`src/rtl/unidade_controle.sv`:
```
// Multicycle control unit for the MIPS-subset datapath: a Moore-style sequencer
// whose state code also drives the Estado debug port.
module unidade_controle (
    input  logic       clock,
    input  logic       reset,
    input  logic [5:0] Opcode,
    input  logic [5:0] Funct,
    input  logic       Overflow,
    input  logic       Igual,
    output logic       PCWrite,
    output logic       IorD,
    output logic       MemWr,
    output logic       IRWrite,
    output logic       RegWrite,
    output logic [1:0] RegDst,
    output logic [1:0] MemtoReg,
    output logic       LoadA,
    output logic       LoadB,
    output logic       LoadAluOut,
    output logic       LoadMDR,
    output logic       ALUSrcA,
    output logic [1:0] ALUSrcB,
    output logic [2:0] AluOp,
    output logic [1:0] PCSource,
    output logic       EPCWrite,
    output logic       ExcCause,
    output logic [6:0] Estado
);

    localparam logic [4:0] S_RESET    = 5'd0;
    localparam logic [4:0] S_FETCH0   = 5'd1;
    localparam logic [4:0] S_FETCH1   = 5'd2;
    localparam logic [4:0] S_FETCH2   = 5'd3;
    localparam logic [4:0] S_DECODE   = 5'd4;
    localparam logic [4:0] S_R_EXEC   = 5'd5;
    localparam logic [4:0] S_R_WB     = 5'd6;
    localparam logic [4:0] S_I_EXEC   = 5'd7;
    localparam logic [4:0] S_I_WB     = 5'd8;
    localparam logic [4:0] S_LUI_WB   = 5'd9;
    localparam logic [4:0] S_MEM_ADDR = 5'd10;
    localparam logic [4:0] S_LW_RD0   = 5'd11;
    localparam logic [4:0] S_LW_RD1   = 5'd12;
    localparam logic [4:0] S_LW_MDR   = 5'd13;
    localparam logic [4:0] S_LW_WB    = 5'd14;
    localparam logic [4:0] S_SW       = 5'd15;
    localparam logic [4:0] S_BRANCH   = 5'd16;
    localparam logic [4:0] S_JUMP     = 5'd17;
    localparam logic [4:0] S_JR       = 5'd18;
    localparam logic [4:0] S_EXC      = 5'd19;
    localparam logic [4:0] S_HALT     = 5'd20;

    localparam logic [5:0] OP_RTYPE = 6'h00;
    localparam logic [5:0] OP_ADDI  = 6'h08;
    localparam logic [5:0] OP_LUI   = 6'h0F;
    localparam logic [5:0] OP_LW    = 6'h23;
    localparam logic [5:0] OP_SW    = 6'h2B;
    localparam logic [5:0] OP_BEQ   = 6'h04;
    localparam logic [5:0] OP_BNE   = 6'h05;
    localparam logic [5:0] OP_J     = 6'h02;

    localparam logic [5:0] FN_ADD  = 6'h20;
    localparam logic [5:0] FN_SUB  = 6'h22;
    localparam logic [5:0] FN_AND  = 6'h24;
    localparam logic [5:0] FN_XOR  = 6'h26;
    localparam logic [5:0] FN_JR   = 6'h08;
    localparam logic [5:0] FN_HALT = 6'h0D;

    logic [4:0] state_reg;
    logic [4:0] state_next;
    // Overflow flag doubles as the exception cause: it is cleared on the
    // bad-opcode path and stays set when an arithmetic overflow routes to EXC.
    logic       flag_reg;
    logic       flag_next;

    always_ff @(posedge clock or posedge reset) begin
        if (reset) begin
            state_reg <= S_RESET;
            flag_reg  <= 1'b0;
        end else begin
            state_reg <= state_next;
            flag_reg  <= flag_next;
        end
    end

    always_comb begin
        state_next = state_reg;
        flag_next  = flag_reg;
        case (state_reg)
            S_RESET:  state_next = S_FETCH0;
            S_FETCH0: state_next = S_FETCH1;
            S_FETCH1: state_next = S_FETCH2;
            S_FETCH2: state_next = S_DECODE;
            S_DECODE: begin
                flag_next = 1'b0;
                case (Opcode)
                    OP_RTYPE: begin
                        case (Funct)
                            FN_ADD, FN_SUB, FN_AND, FN_XOR: state_next = S_R_EXEC;
                            FN_JR:                          state_next = S_JR;
                            FN_HALT:                        state_next = S_HALT;
                            default:                        state_next = S_EXC;
                        endcase
                    end
                    OP_ADDI:       state_next = S_I_EXEC;
                    OP_LUI:        state_next = S_LUI_WB;
                    OP_LW, OP_SW:  state_next = S_MEM_ADDR;
                    OP_BEQ, OP_BNE: state_next = S_BRANCH;
                    OP_J:          state_next = S_JUMP;
                    default:       state_next = S_EXC;
                endcase
            end
            S_R_EXEC: begin
                flag_next  = ((Funct == FN_ADD) || (Funct == FN_SUB)) ? Overflow : 1'b0;
                state_next = S_R_WB;
            end
            S_R_WB, S_I_WB: state_next = flag_reg ? S_EXC : S_FETCH0;
            S_I_EXEC: begin
                flag_next  = Overflow;
                state_next = S_I_WB;
            end
            S_LUI_WB:   state_next = S_FETCH0;
            S_MEM_ADDR: state_next = (Opcode == OP_LW) ? S_LW_RD0 : S_SW;
            S_LW_RD0:   state_next = S_LW_RD1;
            S_LW_RD1:   state_next = S_LW_MDR;
            S_LW_MDR:   state_next = S_LW_WB;
            S_LW_WB, S_SW, S_BRANCH, S_JUMP, S_JR: state_next = S_FETCH0;
            S_EXC: begin
                flag_next  = 1'b0;
                state_next = S_FETCH0;
            end
            S_HALT:  state_next = S_HALT;
            default: state_next = S_RESET;
        endcase
    end

    always_comb begin
        PCWrite    = 1'b0;
        IorD       = 1'b0;
        MemWr      = 1'b0;
        IRWrite    = 1'b0;
        RegWrite   = 1'b0;
        RegDst     = 2'b00;
        MemtoReg   = 2'b00;
        LoadA      = 1'b0;
        LoadB      = 1'b0;
        LoadAluOut = 1'b0;
        LoadMDR    = 1'b0;
        ALUSrcA    = 1'b0;
        ALUSrcB    = 2'b00;
        AluOp      = 3'b000;
        PCSource   = 2'b00;
        EPCWrite   = 1'b0;
        ExcCause   = 1'b0;
        case (state_reg)
            S_FETCH0: begin
                ALUSrcB    = 2'b01;
                AluOp      = 3'b001;
                LoadAluOut = 1'b1;
            end
            S_FETCH2: begin
                IRWrite  = 1'b1;
                PCWrite  = 1'b1;
                PCSource = 2'b01;
            end
            S_DECODE: begin
                LoadA      = 1'b1;
                LoadB      = 1'b1;
                ALUSrcB    = 2'b11;
                AluOp      = 3'b001;
                LoadAluOut = 1'b1;
            end
            S_R_EXEC: begin
                ALUSrcA    = 1'b1;
                LoadAluOut = 1'b1;
                case (Funct)
                    FN_SUB:  AluOp = 3'b010;
                    FN_AND:  AluOp = 3'b011;
                    FN_XOR:  AluOp = 3'b110;
                    default: AluOp = 3'b001;
                endcase
            end
            S_R_WB: begin
                RegWrite = ~flag_reg;
                RegDst   = flag_reg ? 2'b00 : 2'b01;
            end
            S_I_EXEC, S_MEM_ADDR: begin
                ALUSrcA    = 1'b1;
                ALUSrcB    = 2'b10;
                AluOp      = 3'b001;
                LoadAluOut = 1'b1;
            end
            S_I_WB:   RegWrite = ~flag_reg;
            S_LUI_WB: begin
                RegWrite = 1'b1;
                MemtoReg = 2'b10;
            end
            S_LW_RD0, S_LW_RD1: IorD = 1'b1;
            S_LW_MDR: begin
                IorD    = 1'b1;
                LoadMDR = 1'b1;
            end
            S_LW_WB: begin
                RegWrite = 1'b1;
                MemtoReg = 2'b01;
            end
            S_SW: begin
                IorD  = 1'b1;
                MemWr = 1'b1;
            end
            S_BRANCH: begin
                ALUSrcA  = 1'b1;
                AluOp    = 3'b111;
                PCSource = 2'b01;
                PCWrite  = (Opcode == OP_BEQ) ? Igual : ~Igual;
            end
            S_JUMP: begin
                PCWrite  = 1'b1;
                PCSource = 2'b10;
            end
            S_JR: begin
                ALUSrcA = 1'b1;
                PCWrite = 1'b1;
            end
            // PC already points past the faulting instruction; PC-4 goes to EPC.
            S_EXC: begin
                ALUSrcB  = 2'b01;
                AluOp    = 3'b010;
                EPCWrite = 1'b1;
                PCWrite  = 1'b1;
                PCSource = 2'b11;
                ExcCause = flag_reg;
            end
            default: ;
        endcase
    end

    assign Estado = {2'b00, state_reg};

endmodule
```
`config.mk`:
```
export PLATFORM = sky130hd
export DESIGN_NAME = unidade_controle
export DESIGN_NICKNAME = d
export VERILOG_FILES = /design/src/rtl/unidade_controle.sv
export SDC_FILE = /design/constraint.sdc
export NUM_CORES = 1
export LEC_CHECK = 0
export ABC_AREA = 1
export CAP_MARGIN = 20
export CORE_AREA = 4 4 58 60
export CTS_BUF_LIST = sky130_fd_sc_hd__clkbuf_4 sky130_fd_sc_hd__clkbuf_8
export DETAILED_ROUTE_END_ITERATION = 10
export DIE_AREA = 0 0 62 64
export PLACE_DENSITY = 0.68
export SLEW_MARGIN = 20
export SYNTH_ARGS = -nofsm -noshare
export SYNTH_HDL_FRONTEND = slang
export SYNTH_SLANG_ARGS = --single-unit
```
`constraint.sdc`:
```
create_clock -name clock -period 2.61 [get_ports clock]
set_input_delay 0.6525 -clock clock [delete_from_list [all_inputs] [get_ports clock]]
set_output_delay 0.6525 -clock clock [all_outputs]
set_load 0.01 [all_outputs]
```
# [After elaboration in Yosys (flattened, before gate mapping)]
# Cells that the tools add are included.
[totals] elab_cells=82 reg_bits=6
[op_classes] eq_ne=33 bitwise=2 n_mux=26 reduce_logical=19
[ops] cell="5-bit one-hot mux with 13 select lines" count=1
[ops] cell="5-bit by 4-bit == test with 1-bit output (second input constant)" count=8
[ops] cell="6-bit == test (second input constant)" count=6
[ops] cell="5-bit one-hot mux with 6 select lines" count=1
[ops] cell="5-bit == test (second input constant)" count=5
[ops] cell="6-bit by 4-bit == test with 1-bit output (second input constant)" count=4
[ops] cell="5-bit by 3-bit == test with 1-bit output (second input constant)" count=4
[ops] cell="2-bit OR reduction" count=8
[ops] cell="4-bit OR reduction" count=4
[ops] cell="5-bit one-hot mux with 3 select lines" count=1
[ops] cell="1-bit two-way mux" count=13
[ops] cell="6-bit by 3-bit == test with 1-bit output (second input constant)" count=2
[ops] cell="2-bit one-hot mux with 3 select lines" count=2
[ops] cell="3-bit one-hot mux with 4 select lines" count=1
[ops] cell="5-bit by 2-bit == test with 1-bit output (second input constant)" count=2
[ops] cell="5-bit OR reduction" count=2
[ops] cell="3-bit one-hot mux with 3 select lines" count=1
[ops] cell="8-bit OR reduction" count=1
[ops] cell="6-bit by 2-bit == test with 1-bit output (second input constant)" count=1
[ops] cell="6-bit logical NOT" count=1
[ops] cell="5-bit by 1-bit == test with 1-bit output (second input constant)" count=1
[ops] cell="5-bit logical NOT" count=1
[ops] cell="5-bit two-way mux" count=1
[ops] cell="1-bit one-hot mux with 2 select lines" count=2
[ops] cell="other kinds (6)" count=7

# [Logic depth before layout (Yosys ltp)]
# Gate-level depths: netlist of the first run.
[depth] depth_word=5 mapped_depth=9 ltp_nobuf=9

# [Least setup slack after synthesis of the first run]
# Ideal clock, no wire load.
[synth_path] kind="input to output" start="input port Opcode[5]" end="output port PCWrite" setup_slack_ns=0.669 cell_stages=5 n_path_buf=0 arrival_time_ns=1.289 cell_sequence="nor2_1 -> nand4_1 -> a21oi_1 -> o21ai_1 -> nand3_1"
[synth_between] elab_chain_cells=3
[synth_lines] element="from (decl)" line_no="6" rtl="input logic [5:0] Opcode,"
[synth_lines] element="6-bit by 3-bit == test with 1-bit output" line_no="214" rtl="PCWrite = (Opcode == OP_BEQ) ? Igual : ~Igual;"
[synth_lines] element="1-bit two-way mux" line_no="214"
[synth_lines] element="1-bit one-hot mux with 2 select lines" line_no="154" rtl="case (state_reg)"
[synth_lines] element="to (decl)" line_no="10" rtl="output logic PCWrite,"
# Every way passes these cells.

# [Worst setup path after layout of the first run]
[layout_path] start="input port Funct[1]" end="output port AluOp[1]"
[layout_between] elab_chain_cells=3 word_cells_on_any_way=5 cone_classes="3 x eq/ne; 2 x mux"
[layout_lines] element="from (decl)" line_no="7" rtl="input logic [5:0] Funct,"
[layout_lines] element="6-bit == test" line_no="175" rtl="case (Funct)"
[layout_lines] element="3-bit one-hot mux with 3 select lines *" line_no="175"
[layout_lines] element="3-bit one-hot mux with 4 select lines *" line_no="154"
[layout_lines] element="to (decl)" line_no="23" rtl="output logic [2:0] AluOp,"
# Every way passes the cells marked *; elsewhere a longest branch is shown, timed or not.

==> flow_summary.yaml, run 1 <==
floorplan:
  ios: 46
  die_width_microns: 62
  rows: 20
  core_sq_mm: 0.002928
  die_y_microns: 64
  die_area_sq_mm: 0.003968
  start_util_pct: 32.82
layout:
  stdcell_count: 275
  drive_above_1_share_pct: 24.38
  area_delta_synth_final_pct: 68.36
  final_area_sq_mm: 0.001618
  final_cell_mix: "36 x nand2_1, 33 x clkdlybuf4s50_1, 29 x nor2_1"
  finalNetCount: 260
  largest_reg_flops: 5
  n_antenna_cell: 0
  layout.cells.most_common: "nand2_1"
timing:
  skew_ns: 0.003649
  setup_violations: 0
  fmax_mhz: 395.5
  fin_crit_ns: 2.529
  setup_tns_ns: 0
  period_share_pct: 96.88
  hold_viol: 0
  hold_ws_ns: 0.6218
  finalMaxSlewViolations: 0
drt:
  drt_iter0_drc: 36
  vias: 1300
  route.detailed.drc: 0
  ant_nets: 0
  drt-pass1-iter-count: 4
  viasPerCell: 4.727
  routed_wl_mm: 3.004
  wire_per_inst_microns: 10.92
setup_path:
  critPathLaunch: "Funct[1]"
  path_max_fanout: 2
  r2r_cells: 7
  end_kind: "output port"
  cp.arrival_ns: 1.88
  rrSetupSlack_ns: 1.25
  worst_setup_path_start_kind: "input pin"
  critPathKind: "input pin to output port"
  crit_required_ns: 1.96
  worstReg2RegEnd: "state_reg[3]"
  r2r_start: "state_reg[1]"
grt:
  antenna_found_initial: 0
  grt_pass1_vias: 1222
  grt_start_max_net_pins: 11
  grt_pass1_wl_mm: 5.002
  track_usage_pct: 15.93
  overflow: 0
logic_synthesis:
  postSynthCellCount: 179
  synth_area_sq_um: 960.9
  synth_seq_cells: 6
  ys_seq_area_share_pct: 15.63
  postSynthAreaPerCell_sq_um: 5.368
  ys_types: 21
  ys_warn_count: 0
clock_network:
  cts.sinks: 6
  htreeDepth: 1
  cts_tree: "built"
  holdBufCountCts: 0
  clk_latency_ns: 0.24
  clock_path_buffers: 2
  cts_buffers: 3
  root_buffer: "clkbuf_4"
  clk_pin_slew_ns: 0.04
placed_design:
  portBuffers: 42
  hpwl_mm: 2.434
  place_congestion: 0.8518
  dp_cells: 267
  post_dp_cell_area_sq_mm: 0.001513
power_and_ir_drop:
  p_total_uw: 1271
  peakVddDrop_v: 0.0004433
  p_leak_uw: 0.0009085
  powerDensity_mw_per_mm2: 785.8
hold_path:
  hold_path_class: "input pin to async pin"
outcome:
  status: "complete, no violations"
run:
  cap_violations: 0
==> cells by family (layout without fill, tap and decap cells) <==
logic type | after synthesis | in the layout | share of synthesized area [%]
AOI/OAI and AO/OA | 13 | 13 | 7.813
buffers and inverters | 36 | 97 | 15.63
DFF | 6 | 6 | 15.62
other | 1 | 3 | 0.3903
and+or+nand+nor | 123 | 123 | 60.55
==> metrics by stage <==
stage          setup slack, ns  util (%)
2_1_floorplan           0.6687         -
3_3_place_gp           -0.2528     51.67
3_5_place_dp           -0.2887     51.67
4_1_cts               0.002294     53.59
5_1_grt               -0.02234     55.26
6_report               0.08142     55.26
==> cells in the mapped netlist <==
library cell  count  area, sq um
nand2_1          38        142.6
nor2_1           33        123.9
nand3_1          29        145.1
inv_1            27        101.4
dfrtp_1           6        150.1
nand4_1           6        37.54
o21ai_0           6        30.03
inv_2             5        18.77
nor2_2            5        31.28
buf_4             4        30.03
nand2_2           3        18.77
nand3_2           3        30.03
nor2_4            3        33.78
a21oi_1           2        10.01
a21oi_2           2        17.52
o21ai_1           2        10.01
conb_1            1        3.750
nor3_1            1        5.000
nor3b_1           1        7.510
o21a_1            1        7.510
or2_1             1        6.260
==> layer usage <==
layer	track usage (%)	part of all wire (%)	up-vias
met3	0.2020	5.2	2
li1	-	-	687
met1	19.24	41	575
met2	29.27	53	36
met4	4.775	0.33	0
met5	0	0	-
==> worst max path at each step <==
stage,endpoint,slack (ns),depth (start not counted)
global route,AluOp[1],-0.02,8
finish,AluOp[1],0.08,8
floorplan,PCWrite,0.67,5
detailed placement,PCWrite,-0.29,7
global placement,AluOp[1],-0.25,8
CTS,PCWrite,0.002,7
==> final cells by class <==
| class | count | area, sq um |
|---|---|---|
| fill | 304 | 1310 |
| multi-input combinational | 139 | 701.9 |
| timing repair buffer | 62 | 575.6 |
| sequential | 6 | 153.9 |
| inverter | 32 | 122.6 |
| tap | 33 | 41.29 |
| clock buffer | 3 | 22.52 |
==> power breakdown <==
| group | internal [uW] | leakage [uW] | total, uW | switching, uW |
|---|---|---|---|---|
| clock | 51.9 | 0.0000138 | 83.3 | 31.5 |
| sequential | 136 | 0.0000747 | 204 | 68.6 |
| combinational | 459 | 0.000820 | 984 | 525 |
| total | 647 | 0.000908 | 1270 | 625 |
==> critical path, stage by stage <==
cell	delay [ns]
clkdlybuf4s50_1	0.48
inv_1	0.06
nor2_2	0.11
nand4_1	0.12
nand2_1	0.08
nand2_1	0.05
nand3_1	0.07
dlygate4sd2_1	0.26
==> what timing repair did <==
action / CTS / global route
hold endpoints to repair: 0 / 0
setup buffers: 3 / 2
endpoints found under the setup margin: 8 / 11
cloned: 0 / 0
gates resized for setup: 12 / 17
pin swaps: 3 / 4
Note: power is estimated with default switching activity, not from simulation.
==> run 2, diff against run 1 <==
--- a/config.mk
+++ b/config.mk
@@ -7,11 +7,11 @@
 export LEC_CHECK = 0
 export ABC_AREA = 1
 export CAP_MARGIN = 20
-export CORE_AREA = 4 4 58 60
+export CORE_AREA = 4 4 53 55
 export CTS_BUF_LIST = sky130_fd_sc_hd__clkbuf_4 sky130_fd_sc_hd__clkbuf_8
 export DETAILED_ROUTE_END_ITERATION = 10
-export DIE_AREA = 0 0 62 64
-export PLACE_DENSITY = 0.68
+export DIE_AREA = 0 0 57 59
+export PLACE_DENSITY = 0.8
 export SLEW_MARGIN = 20
 export SYNTH_ARGS = -nofsm -noshare
 export SYNTH_HDL_FRONTEND = slang
==> run 2 against run 1 <==
Die area fell by 15%. Utilization up 12 points. Routed wire length decreased by 3.1%. Register-to-register slack got worse by 0.10 ns. Worst hold slack got worse by 0.0063 ns. Sequential power is essentially flat. Critical path depth is 1 lower.
==> flow_summary.yaml, run 2 (same netlist as run 1, synthesis figures left out) <==
setup_path:
  worstReg2RegEnd: "state_reg[3]"
  crit_end: "PCWrite"
  worst_setup_path_start_kind: "input pin"
  path_max_fanout: 2
  rrSetupSlack_ns: 1.15
  critPathLaunch: "Opcode[5]"
  cp.arrival_ns: 1.85
  r2r_start: "state_reg[3]"
  critPathKind: "input pin to output port"
  crit_required_ns: 1.96
  end_kind: "output port"
  r2r_cells: 9
grt:
  track_usage_pct: 16.36
  antenna_found_initial: 0
  grt_pass1_vias: 1172
  grt_start_max_net_pins: 11
  overflow: 0
  grt_pass1_wl_mm: 4.478
timing:
  fmax_mhz: 399.3
  fin_crit_ns: 2.504
  period_share_pct: 95.94
  skew_ns: 0.004946
  setup_violations: 0
  finalMaxSlewViolations: 0
  grt_setup_unrepaired: "true"
  hold_viol: 0
drt:
  viasPerCell: 4.787
  drt_iter0_drc: 23
  drt-pass1-iter-count: 4
  vias: 1302
  routed_wl_mm: 2.911
  route.detailed.drc: 0
  ant_nets: 0
  wire_per_inst_microns: 10.70
placed_design:
  place_congestion: 0.8663
  post_dp_cell_area_sq_mm: 0.001516
  hpwl_mm: 2.330
  portBuffers: 42
hold_path:
  hold_path_class: "input pin to async pin"
clock_network:
  holdBufCountCts: 0
  cts.sinks: 6
  htreeDepth: 1
  root_buffer: "clkbuf_4"
  clk_latency_ns: 0.25
  clock_path_buffers: 2
  clk_pin_slew_ns: 0.04
  cts_buffers: 3
  cts_tree: "built"
power_and_ir_drop:
  powerDensity_mw_per_mm2: 784.3
  p_leak_uw: 0.0008761
  peakVddDrop_v: 0.0006445
layout:
  final_util_pct: 67.40
  final_area_sq_mm: 0.001609
  layout.cells.most_common: "nand2_1"
  n_antenna_cell: 0
  finalNetCount: 260
  drive_above_1_share_pct: 23.14
  final_cell_mix: "36 x nand2_1, 35 x clkdlybuf4s50_1, 29 x nor2_1"
  area_delta_synth_final_pct: 67.45
  largest_reg_flops: 5
floorplan:
  rows: 18
  die_width_microns: 57
  start_util_pct: 40.25
  die_area_sq_mm: 0.003363
  core_sq_mm: 0.002387
  die_y_microns: 59
  ios: 46
run:
  cap_violations: 0
outcome:
  status: "complete, no violations"
run 2: cell count changes in the layout (fill, tap and decap cells not counted):
cell	delta
inv_2	-1
clkdlybuf4s50_1	+2
dlymetal6s2s_1	-2
dfrtp_1	+1
nor2_2	-1
inv_1	+1
a21oi_1	+1
nor2_4	+1
a21oi_2	-1
dfrtp_2	-1
run 2: layout make-up:
cell class                 instances  area, sq um
tap                               30        37.54
sequential                         6        152.6
timing repair buffer              62        570.5
fill                             226        778.2
multi-input combinational        139        703.2
clock buffer                       3        22.52
inverter                          32        122.6
run 2: worst min path at each step:
| stage | end | slack (ns) | cells after the start |
|---|---|---|---|
| finish | flag_reg | 0.62 | 2 |
| floorplan | flag_reg | 0.44 | 1 |
| CTS | flag_reg | 0.62 | 2 |
| detailed placement | flag_reg | 0.61 | 2 |
| global placement | flag_reg | 0.60 | 2 |
| global route | flag_reg | 0.63 | 2 |
run 2: what timing repair did:
action | 4_1_cts | 5_1_grt
gates resized for setup | 10 | 15
setup endpoints to repair | 7 | 10
hold endpoints to repair | 0 | 0
buffers inserted | 0 | 4
pin swaps | 1 | 4
run 2: worst max-delay path: stages:
cell and delay (ns):
clkdlybuf4s50_1 0.44, nor2_2 0.15, nand4_1 0.16, a21oi_1 0.18
o21ai_1 0.08, nand3_1 0.07, clkbuf_2 0.13
run 2: metrics by stage:
stage	TNS, ns	power, uW	setup slack, ns	instances	hold WS [ns]
final	0	1262	0.1059	272	0.6155
after global routing	-0.01089	1376	-0.009974	272	0.6335
after CTS	0	1219	0.01523	268	0.6173
after detailed placement	-0.9696	1138	-0.2662	265	0.6062
after global placement	-0.9095	1140	-0.2536	265	0.6048
after floorplan	0	701.4	0.6687	181	0.4435
run 2: per-layer routing:
metal  wire length (microns)  vias up  GRT usage, %
li1                        -      692             -
met1                    1170      570         19.57
met2                    1574       37         29.85
met3                     147        3         2.397
met4                      19        0         5.629
met5                       0        -             0
run 2: power breakdown:
part / switching (uW) / internal [uW] / total [uW] / leakage, uW
sequential: 67.5 / 135 / 202 / 0.0000763
combinational: 518 / 458 / 976 / 0.000786
clock: 31.7 / 51.9 / 83.5 / 0.0000138
total: 617 / 645 / 1260 / 0.000876
